[src/rtl/pass_monitor_if.sv]
// Handshake-free bundle between a serial bit source and pass_monitor.
// Source drives in/enable/clear; the monitor returns registered pulses and counter.
interface pass_monitor_if #(
  parameter int COUNT_WIDTH = 8
);
  logic                   in;
  logic                   enable;
  logic                   clear;
  logic                   match;
  logic                   rise;
  logic                   fall;
  logic [COUNT_WIDTH-1:0] match_count;
  logic                   overflow;

  modport master (
    output in, enable, clear,
    input  match, rise, fall, match_count, overflow
  );

  modport slave (
    input  in, enable, clear,
    output match, rise, fall, match_count, overflow
  );
endinterface

[src/rtl/pass_monitor.sv]
// Serial pattern/edge monitor: overlapping pattern match, saturating match counter, sticky overflow.
// One-cycle registered latency from the sampling edge; no backpressure, enable=0 just skips a sample.
module pass_monitor #(
  parameter int                       PATTERN_WIDTH = 4,
  parameter logic [PATTERN_WIDTH-1:0] PATTERN       = 4'b1011,
  parameter int                       COUNT_WIDTH   = 8
) (
  input logic           clock,
  input logic           reset,
  pass_monitor_if.slave bus
);

  localparam int FILL_WIDTH = $clog2(PATTERN_WIDTH + 1);
  localparam logic [FILL_WIDTH-1:0]  FILL_FULL = FILL_WIDTH'(PATTERN_WIDTH);
  localparam logic [COUNT_WIDTH-1:0] COUNT_MAX = {COUNT_WIDTH{1'b1}};

  logic [PATTERN_WIDTH-1:0] window;
  logic [FILL_WIDTH-1:0]    fill;
  logic                     prev;
  logic                     prev_valid;

  logic [PATTERN_WIDTH-1:0] window_next;
  logic [FILL_WIDTH-1:0]    fill_next;
  logic                     hit;

  always_comb begin
    window_next = {window[PATTERN_WIDTH-2:0], bus.in};
    fill_next   = (fill == FILL_FULL) ? fill : fill + 1'b1;
    // A partially filled window must never match, even for an all-zero pattern.
    hit         = (window_next == PATTERN) && (fill_next == FILL_FULL);
  end

  always_ff @(posedge clock) begin
    if (reset || bus.clear) begin
      window          <= '0;
      fill            <= '0;
      prev            <= 1'b0;
      prev_valid      <= 1'b0;
      bus.match       <= 1'b0;
      bus.rise        <= 1'b0;
      bus.fall        <= 1'b0;
      bus.match_count <= '0;
      bus.overflow    <= 1'b0;
    end else if (bus.enable) begin
      window     <= window_next;
      fill       <= fill_next;
      prev       <= bus.in;
      prev_valid <= 1'b1;
      bus.match  <= hit;
      bus.rise   <= prev_valid & ~prev & bus.in;
      bus.fall   <= prev_valid & prev & ~bus.in;
      if (hit) begin
        if (bus.match_count == COUNT_MAX) begin
          bus.overflow <= 1'b1;
        end else begin
          bus.match_count <= bus.match_count + 1'b1;
        end
      end
    end else begin
      bus.match <= 1'b0;
      bus.rise  <= 1'b0;
      bus.fall  <= 1'b0;
    end
  end

endmodule
[src/flat_wrapper.sv]
// flat-port wrapper written by rule: the top's interface ports become plain ports
module pass_monitor_flat 
#(
  parameter int                       PATTERN_WIDTH = 4,
  parameter logic [PATTERN_WIDTH-1:0] PATTERN       = 4'b1011,
  parameter int                       COUNT_WIDTH   = 8
)
  (clock, reset, bus_in, bus_enable, bus_clear, bus_match, bus_rise, bus_fall, bus_match_count, bus_overflow);
  pass_monitor_if #(.COUNT_WIDTH(COUNT_WIDTH)) bus_i ();
  input logic clock;
  input logic reset;
  input wire logic [$bits(bus_i.in)-1:0] bus_in;
  input wire logic [$bits(bus_i.enable)-1:0] bus_enable;
  input wire logic [$bits(bus_i.clear)-1:0] bus_clear;
  output wire logic [$bits(bus_i.match)-1:0] bus_match;
  output wire logic [$bits(bus_i.rise)-1:0] bus_rise;
  output wire logic [$bits(bus_i.fall)-1:0] bus_fall;
  output wire logic [$bits(bus_i.match_count)-1:0] bus_match_count;
  output wire logic [$bits(bus_i.overflow)-1:0] bus_overflow;
  assign bus_i.in = bus_in;
  assign bus_i.enable = bus_enable;
  assign bus_i.clear = bus_clear;
  assign bus_match = bus_i.match;
  assign bus_rise = bus_i.rise;
  assign bus_fall = bus_i.fall;
  assign bus_match_count = bus_i.match_count;
  assign bus_overflow = bus_i.overflow;
  pass_monitor #(.PATTERN_WIDTH(PATTERN_WIDTH), .PATTERN(PATTERN), .COUNT_WIDTH(COUNT_WIDTH)) u_core (.clock(clock), .reset(reset), .bus(bus_i));
endmodule
[config.mk]
export PLATFORM = sky130hd
export DESIGN_NAME = pass_monitor_flat
export DESIGN_NICKNAME = d
export VERILOG_FILES = /design/src/rtl/pass_monitor_if.sv /design/src/rtl/pass_monitor.sv /design/src/flat_wrapper.sv
export SDC_FILE = /design/constraint.sdc
export NUM_CORES = 1
export LEC_CHECK = 0
export CORE_MARGIN = 2
export CORE_UTILIZATION = 53
export DETAILED_ROUTE_END_ITERATION = 10
export GPL_ROUTABILITY_DRIVEN = 1
export PLACE_DENSITY = 0.86
export SYNTH_ARGS = -nofsm -noshare
export SYNTH_HDL_FRONTEND = slang
export SYNTH_SLANG_ARGS = --single-unit
[constraint.sdc]
create_clock -name clock -period 4.74 [get_ports clock]
set_clock_uncertainty 0.1 [all_clocks]
set_input_delay 0.948 -clock clock [delete_from_list [all_inputs] [get_ports clock]]
set_output_delay 0.948 -clock clock [all_outputs]
set_load 0.05 [all_outputs]
### Word level (Yosys, flattened, before mapping)

Index checks and enable logic that the tools add are counted.

* bits in registers: 20
* input bits: 5
* output and inout port bits: 12
* logic and storage cells: 29

* add/subtract/negate cells: 2
* eq/ne operators: 4
* multiplexer cells: 1
* bitwise operators: 8
* reduce and logical (&&, ||, !) cells: 5

Operators with widths (count)
* 8-bit by 1-bit adder with 8-bit output, second input constant: 1
* 8-bit equality test, second input constant: 1
* 3-bit equality test, second input constant: 2
* 3-bit AND reduction: 2
* 1-bit bitwise AND: 4
* 4-bit equality test, second input constant: 1
* 1-bit NOT: 4
* 3-bit by 1-bit adder with 3-bit output, second input constant: 1
* 3-bit two-way mux: 1
* 2-bit OR reduction: 1
* 1-bit logical AND: 1
* 1-bit logical OR: 1

### Logic depth before layout (Yosys ltp)

Gate-level depths: netlist of run 1.

* depth after elaboration: 5
* depth in mapped cells: 7
* depth with buffers taken out: 6

### Worst setup path before layout of run 1

No wires, ideal clock.

* path type: register to register
* from: register u_core.bus.match_count[0]
* to: register u_core.bus.match_count[7]
* arrival: 2.037 ns
* required time: 4.568 ns
* slack: 2.531 ns
* stages on the path, launching flop included: 7
* clock period less this slack: 2.209 ns
* path through: dfxtp_1 -> ha_1 -> and3_1 -> a2111o_1 -> buf_2 -> nor4_2 -> mux2i_1

* cells in the longest elaborated chain, start to end: 3
* elaborated cells between the ends (all ways): 4

Ends and longest elaborated chain
* from (decl): RTL line pass_monitor_if.sv:22 `output match, rise, fall, match_count, overflow`
* from (signal assigned): RTL line pass_monitor.sv:56 `bus.match_count <= bus.match_count + 1'b1;`
* parallel branches: the longest is 3 deep, another holds 8-bit by 1-bit adder with 8-bit output

Several ways; the timed one is not identified.
A chain may end at the register's enable or synchronous reset.

### Worst setup path in the final report of run 1

* from: input bus_enable
* to: register u_core.bus.match_count[4]

* cells in the longest elaborated chain, start to end: 1

Ends and longest elaborated chain
* from (decl): RTL line flat_wrapper.sv:13 `input wire logic [$bits(bus_i.enable)-1:0] bus_enable;`
* 3-bit AND reduction (no line)

No other way between the ends.

==> metrics.cfg, run 1 <==
[clock_tree]
cts_sinks = 19
htree_levels = 1
root_buffer = clkbuf_4
clockBufferDepth = 2
ctsHoldBuffers = 0
tritoncts = yes
clk_pin_slew_worst_paths_ps = 110
postCtsSetupRepairBufs = 0
numCtsBuffers = 3
clkLatencyLatePin_ps = 300
ctsResizeCount = 0

[synth]
syn-cell-area_sq_um = 893
synth.distinct_cells = 32
synth.top_cells.by_area = dfxtp_1 (43%), a21oi_1 (5.0%), mux2i_1 (4.5%)
yosysSeqAreaShare = 0.426
synth_ff_type = dfxtp_1
synth-simple-area-share = 0.287
synth_top_area_share = 0.426
synth_top_family_by_area = simple AND/OR/NAND/NOR gates
yosys.area.top_type = dfxtp_1
ys_ff_latch = 19
postSynthAreaPerCell_sq_um = 9.12
synth_xor_area_frac = 0.00980
synthCells = 98
syn_nets = 106
synth_edf_count = 0
ys_warn_count = 0
synthAdderAreaFrac = 0.0420
async_flop_share = 0
synth_mux_area_frac = 0.0448
synth_compound_area_frac = 0.151

[setup_path]
crit_path_end_kind = flop
crit_path_end = u_core.bus.match_count[4]
r2r_cells = 6
crit_start = bus_enable
reg2reg_slack_ps = 2330
r2r-start = u_core.fill[0]
worstPathArrival_ps = 3040
crit_type = in2reg
critPathMaxFanout = 15
worst_setup_path_start_kind = primary input
critPathRequiredTime_ps = 4880
r2r_end = u_core.bus.match_count[2]

[power_and_ir_drop]
peakVddDrop_v = 0.000185
pwr-share-clk = 0.312
power.leakage_nw = 0.361
p_comb_frac = 0.063
total_power_w = 0.000260
switching_share = 0.225
power.density_nw_per_um2 = 241
p_seq_frac = 0.625
p_int_w = 0.000201
switchingPower_w = 0.0000585

[sta]
setup_ws_ps = 1840
slew_violations = 0
finalHoldViolCount = 0
fmax_mhz = 345
layout_min_cycle_time_ps = 2900
slew_headroom = 0.667
tightest_slew_ps = 498
rsz0062_at_grt = false
setup_viol = 0
setup_tns_ps = 0
final.period_utilization = 0.612

[routing]
drt_iter0_drc = 12
drc_errors = 0
viasPerCell = 6.16
wl_per_cell_um = 14.2
drtAntennaViolNets = 0
vias = 794
first_pass_iters = 4
wl_mm = 1.83

[floorplan]
coreArea_sq_um = 1540
dieArea_sq_um = 2030
fp.dieH_um = 45.1
start_util = 0.580
row_count = 14
fp.dieW_um = 45.1
pin_count = 17

[layout]
layout-drive-gt1-share = 0.0442
final_common_cell = dfxtp_1
stdcell_count = 129
fin_nets = 122
n_antenna_cell = 0
fillers = 135
final_cell_mix = dfxtp_1 (19), clkdlybuf4s50_1 (16), a21oi_1 (9)
areaGrowthSynthToFinish_pct = 20.4

[placed_design]
dp.cells = 125
place.gp.congestion = 0.728
io_buffer_count = 16
dp_hpwl_mm = 1.29
place_ws_ps = 1530

[flow_run]
max-cap-violations = 0

[worst_hold_path]
holdPathStages = 2
hold_path.class = reg2reg

[global_route]
grtUsageTotal = 0.198
grt_pass1_wl_mm = 2.92
antenna_found_initial = 0
grt_pass1_vias = 679
gr-total-overflow = 0
grt_max_degree = 16

[outcome]
status = finished, final reports clean

registers in the layout (all words and copies together) (netlist names):
register,count
u_core.bus.match,1
u_core.fill,3
u_core.bus.match_count,8
u_core.window,3
u_core.bus.fall,1
u_core.prev_valid,1
u_core.bus.overflow,1
u_core.bus.rise,1
worst max-delay path: stages:
cell	delay [ps]
clkdlybuf4s50_1	710
nand2_1	120
a2111o_1	580
or4_1	520
a21oi_1	140
layout make-up:
class | instances | area [sq um] | area share
inverters | 3 | 11.3 | 0.0105
flip-flops and latches | 19 | 380 | 0.353
repair buffers | 16 | 160 | 0.149
multi-input cells | 71 | 478 | 0.444
clock buffers | 4 | 26.3 | 0.0244
well taps | 16 | 20.0 | 0.0186
through the flow:
step / cell area [sq um] / hold WS, ps / utilization
finish: 1080 / 376 / 0.698
detailed placement: 1050 / 361 / 0.681
CTS: 1080 / 379 / 0.698
global route: 1080 / 411 / 0.698
global placement: 1050 / 353 / 0.681
floorplan: 893 / 335 / -
logic make-up after synthesis:
group           Yosys count
simple gates             42
compound gates           21
flops                    19
buf+inv                   8
mux                       4
fa+ha+maj                 3
xor+xnor                  1
routing by layer:
metal	track usage	share of wire
met1	0.278	0.49
met4	0.100	0.0055
met3	0.0480	0.040
met2	0.280	0.46
met5	0	0
cell usage after synthesis (3+ instances only):
cell type,n
o31ai_1,5
inv_1,3
nand2_1,4
clkbuf_1,3
ha_1,3
nor2_1,8
mux2i_1,4
a21oi_1,9
nor3b_1,4
or4_1,5
nand3_1,4
dfxtp_1,19
power by group through the flow:
stage                     Clock [W]  Combinational (W)  Sequential [W]
final                     0.0000811          0.0000163        0.000162
after global routing      0.0000903          0.0000178        0.000162
after CTS                 0.0000811          0.0000163        0.000162
after detailed placement          0          0.0000162        0.000166
after global placement            0          0.0000153        0.000166
after floorplan                   0         0.00000998        0.000166
worst min path at each step:
| stage | start | endpoint | slack [ps] |
|---|---|---|---|
| after floorplan | u_core.prev_valid | u_core.prev_valid | 340 |
| after global placement | u_core.prev_valid | u_core.prev_valid | 350 |
| after detailed placement | u_core.prev_valid | u_core.prev_valid | 360 |
| after CTS | u_core.prev_valid | u_core.prev_valid | 380 |
| after global routing | u_core.bus.overflow | u_core.bus.overflow | 410 |
| final | u_core.prev_valid | u_core.prev_valid | 380 |
Power figures use the tool's default switching activity.
==> inputs of run 2 (changes only) <==
Settings changed: CORE_UTILIZATION 53 to 44, PLACE_DENSITY 0.86 to 0.77.
Clock period 4.74 ns to 2.6 ns, I/O delays scaled along.
==> run 2 against run 1 <==
  * Die area grew 19%
  * Cell count increased by 10%
  * Cell area rose by 2.7%
  * Sequential power grew 83%
  * Critical path depth grew 1
  * Register-to-register slack got worse by 2100 ps
  * Sequential share of layout area decreased by 0.92 points
  * Hold slack improved by 4.8 ps
  * Via count is 1.6% higher
  * Global-route usage fell by 3.2 points
  * Flip-flop and latch count unchanged
  * Core utilization decreased by 13 points
  * Critical endpoint unchanged
==> metrics.cfg, run 2 (synthesized netlist as in run 1, its figures left out) <==
[clock_tree]
root_buffer = clkbuf_4
ctsResizeCount = 0
postCtsSetupRepairBufs = 0
tritoncts = yes
numCtsBuffers = 3
clkLatencyLatePin_ps = 300
clk_pin_slew_worst_paths_ps = 110
clockBufferDepth = 2
cts_sinks = 19
ctsHoldBuffers = 0
htree_levels = 1

[flow_run]
max-cap-violations = 0

[power_and_ir_drop]
power.leakage_nw = 0.370
power.density_nw_per_um2 = 433
total_power_w = 0.000478
peakVddDrop_v = 0.000302

[floorplan]
pin_count = 17
row_count = 16
fp.dieW_um = 49.1
coreArea_sq_um = 1940
start_util = 0.460
dieArea_sq_um = 2410
fp.dieH_um = 49.1

[sta]
fmax_mhz = 415
layout_min_cycle_time_ps = 2410
finalHoldViolCount = 0
slew_violations = 0
slew_headroom = 0.657
setup_viol = 0
setup_tns_ps = 0
tightest_slew_ps = 513
final.period_utilization = 0.926
rsz0062_at_grt = false

[layout]
area.sequential_sq_um = 380
final_cell_mix = dfxtp_1 (19), clkdlybuf4s50_1 (16), a21oi_1 (9)
largest_register_ffs = 8
final_common_cell = dfxtp_1
top_register = u_core.bus.match_count
fin_nets = 124
layout-drive-gt1-share = 0.0609
n_antenna_cell = 0
multiInputGateArea_sq_um = 478
fillers = 188
areaGrowthSynthToFinish_pct = 23.7
largestRegisters = u_core.bus.match_count x8, u_core.fill x3, u_core.window x3

[global_route]
grtUsageTotal = 0.166
grt_pass1_vias = 731
gr-total-overflow = 0
grt_pass1_wl_mm = 3.12
antenna_found_initial = 0
grt_max_degree = 16

[setup_path]
critPathMaxStageDelay_ps = 560
critPathTopFamily = simple AND/OR/NAND/NOR gates
crit_type = reg2reg
cp_num_buf_inv = 1
critPathMaxFanout = 15
critPathRequiredTime_ps = 2730
worstPathArrival_ps = 2540
crit_slowest_cell = or4_1
worstPathCellList = inv_1, ha_1, or3b_1, a31o_1, or4_1, a21oi_1
crit_path_end_kind = flop
worst_setup_path_start_kind = flop

[outcome]
status = finished, final reports clean

[routing]
vias = 807
wl_mm = 1.89
drtAntennaViolNets = 0
wl_per_cell_um = 13.3
viasPerCell = 5.68
first_pass_iters = 4
drt_iter0_drc = 11
drc_errors = 0

[placed_design]
io_buffer_count = 16
place.gp.congestion = 0.750
dp_hpwl_mm = 1.34

[worst_hold_path]
hold_path.class = reg2reg

==> run 2: cell types whose count changed in the layout (fill, tap and decap cells not counted), sizes merged <==
| cell | previous run | this run |
|---|---|---|
| buf | 0 | 2 |
==> run 2: final timing paths <==
| check | from | endpoint | slack, ps | cells after the start |
|---|---|---|---|---|
| worst max-delay path | u_core.fill[0] | u_core.bus.match_count[4] | 190 | 6 |
| worst max register to register | u_core.fill[0] | u_core.bus.match_count[4] | 190 | 6 |
| worst min register to register | u_core.prev_valid | u_core.prev_valid | 380 | 2 |
| worst min-delay path | u_core.prev_valid | u_core.prev_valid | 380 | 2 |
==> run 2: metrics by stage <==
step                      hold WS, ps  utilization  cell area [sq um]  setup slack (ps)  std cells
after floorplan                   335            -                893               391         98
after global placement            351        0.555               1080               158        138
after detailed placement          364        0.555               1080               117        138
after CTS                         382        0.569               1100               179        142
after global routing              410        0.569               1100              9.45        142
final                             381        0.569               1100               193        142
==> run 2: where the power goes <==
group | internal, W | switching (W) | total (W)
clock | 0.0000599 | 0.0000923 | 0.000152
sequential | 0.000294 | 0.00000225 | 0.000296
combinational | 0.0000145 | 0.0000155 | 0.0000300
==> run 2: routing by layer <==
layer  routed length, um  vias to the layer above  track usage
met5                   0                        -            0
met4                  34                        0       0.0714
met3                  68                        4       0.0307
met2                 961                       27        0.291
met1                 831                      373        0.195
li1                    -                      403            -
==> run 2: cell type report <==
type,count,share of cell area
Clock buffer,4,0.0238
Inverter,3,0.0102
Multi-Input combinational cell,71,0.433
Sequential cell,19,0.344
Tap cell,27,0.0306
Timing Repair Buffer,18,0.159
==> run 2: worst min-delay path: cells and delay by family (launching register included) <==
family / cells / cell delay [ps]
DFF: 1 / 330
and+or+nand+nor: 2 / 120
==> inputs of run 3 (changes only) <==
Settings changed: ABC_AREA from default to 1, CORE_UTILIZATION 44 to 46, PLACE_DENSITY 0.77 to 0.79.
==> run 3 against run 2 <==
  * Die area rose by 4.7%
  * Clock power barely moved
  * Worst setup slack improved by 200 ps
==> metrics.cfg, run 3 <==
[outcome]
status = finished, final reports clean

[layout]
largest_register_ffs = 8
utilization = 0.609
multiInputGateArea_sq_um = 526
top_register = u_core.bus.match_count
final_cell_mix = nor2_1 (27), nand2_1 (25), dfxtp_1 (19)
n_antenna_cell = 0
areaGrowthSynthToFinish_pct = 22.8
largestRegisters = u_core.bus.match_count x8, u_core.fill x3, u_core.window x3
layout-drive-gt1-share = 0.126
fillers = 184
final_common_cell = nor2_1
fin_nets = 168
area.sequential_sq_um = 380

[floorplan]
fp.dieH_um = 50.2
row_count = 16
pin_count = 17
dieArea_sq_um = 2520
fp.dieW_um = 50.2
coreArea_sq_um = 1980
start_util = 0.496

[sta]
tightest_slew_ps = 496
hold_slack_ps = 362
final.period_utilization = 0.849
fmax_mhz = 453
layout_min_cycle_time_ps = 2210
setup_tns_ps = 0
rsz0062_at_grt = false
slew_headroom = 0.668
finalHoldViolCount = 0
setup_viol = 0
slew_violations = 0

[setup_path]
crit_slowest_cell = clkdlybuf4s50_1
critPathMaxFanout = 5
worstPathCellList = clkdlybuf4s50_1
worst_setup_path_start_kind = flop
r2r_cells = 10
r2r_end = u_core.bus.match_count[1]
r2r-start = u_core.fill[0]
crit_start = u_core.bus.match_count[4]
critPathRequiredTime_ps = 1980
worstPathArrival_ps = 1590
crit_path_end = bus_match_count[4]
cp_num_buf_inv = 1
crit_type = reg2out
worst-path-stages = 1
critPathTopFamily = buffers and inverters
crit_path_end_kind = primary output
reg2reg_slack_ps = 730
critPathMaxStageDelay_ps = 840

[synth]
synthTopCellsByCount = nor2_1 (27), nand2_1 (25), dfxtp_1 (19)
synth_edf_count = 0
synth_mux_area_frac = 0
synth.most_common_cell = nor2_1
synth_top_family_by_area = simple AND/OR/NAND/NOR gates
async_flop_share = 0
synth.top_cells.by_area = dfxtp_1 (39%), nor2_1 (10%), nand2_1 (9.6%)
postSynthAreaPerCell_sq_um = 7.07
synthAdderAreaFrac = 0.0382
synth_top_area_share = 0.387
yosys.area.top_type = dfxtp_1
syn_nets = 147
ys_warn_count = 0
synth-simple-area-share = 0.429
synth.distinct_cells = 24
synth_ff_type = dfxtp_1
synthCells = 139
synth_compound_area_frac = 0.0586
yosysSeqAreaShare = 0.387
ys_ff_latch = 19
syn-cell-area_sq_um = 982
synth_xor_area_frac = 0.00892

[routing]
wl_per_cell_um = 11.1
drt_iter0_drc = 31
vias = 968
drtAntennaViolNets = 0
drc_errors = 0
first_pass_iters = 4
wl_mm = 2.06
viasPerCell = 5.20

[global_route]
grt_pass1_vias = 925
grt_max_degree = 12
antenna_found_initial = 0
grtUsageTotal = 0.188
gr-total-overflow = 0
grt_pass1_wl_mm = 3.67

[clock_tree]
tritoncts = yes
clockBufferDepth = 2
cts_sinks = 19
clkLatencyLatePin_ps = 290
ctsResizeCount = 0
numCtsBuffers = 3
postCtsSetupRepairBufs = 0
ctsHoldBuffers = 0
clk_pin_slew_worst_paths_ps = 110
root_buffer = clkbuf_4
htree_levels = 1

[placed_design]
place.gp.congestion = 0.897
dp_hpwl_mm = 1.59
io_buffer_count = 16

[power_and_ir_drop]
power.leakage_nw = 0.466
power.density_nw_per_um2 = 400
peakVddDrop_v = 0.000374

[flow_run]
max-cap-violations = 0

[worst_hold_path]
hold_path.class = reg2reg

==> run 3: report_power, final <==
part / switching [W] / internal (W) / total, W
logic: 0.0000238 / 0.0000141 / 0.0000379
clock network: 0.0000915 / 0.0000573 / 0.000149
registers: 0.00000219 / 0.000294 / 0.000296
==> run 3: routing by layer <==
| metal | GRT usage | wire length [um] | vias to the layer above |
|---|---|---|---|
| li1 | - | - | 495 |
| met1 | 0.228 | 917 | 441 |
| met2 | 0.314 | 1000 | 28 |
| met3 | 0.0417 | 107 | 4 |
| met4 | 0.0926 | 31 | 0 |
| met5 | 0 | 0 | - |
==> run 3: logic make-up (layout without fill, tap and decap cells) <==
group / Yosys count / after routing
flip-flops: 19 / 19
XOR/XNOR: 1 / 1
AND/OR/NAND/NOR: 85 / 85
AO/OA/AOI/OAI: 11 / 11
adder cells (fa/ha/maj): 3 / 3
buffers and inverters: 20 / 40
==> run 3: layout make-up <==
class,instances,share of cell area
inverters,19,0.0591
repair buffers,17,0.139
multi-input cells,100,0.436
clock buffers,3,0.0187
well taps,27,0.0280
flip-flops and latches,19,0.315
clock inverters,1,0.00415
==> run 3: worst min-delay path by stage <==
stage,start,end,slack [ps],cells after the start
2_1_floorplan,u_core.prev_valid,u_core.bus.fall,340,2
3_3_place_gp,u_core.bus.overflow,u_core.bus.overflow,350,2
3_5_place_dp,u_core.bus.overflow,u_core.bus.overflow,350,2
4_1_cts,u_core.bus.overflow,u_core.bus.overflow,370,2
5_1_grt,u_core.bus.overflow,u_core.bus.overflow,410,2
6_report,u_core.bus.overflow,u_core.bus.overflow,360,2
==> run 3: through the flow <==
step           setup slack [ps]  std cells  total power [W]  area [sq um]
3_5_place_dp                527        182         0.000341          1180
2_1_floorplan               787        139         0.000326           982
3_3_place_gp                585        182         0.000340          1180
4_1_cts                     388        186         0.000492          1210
5_1_grt                     334        186         0.000506          1210
6_report                    393        186         0.000483          1210
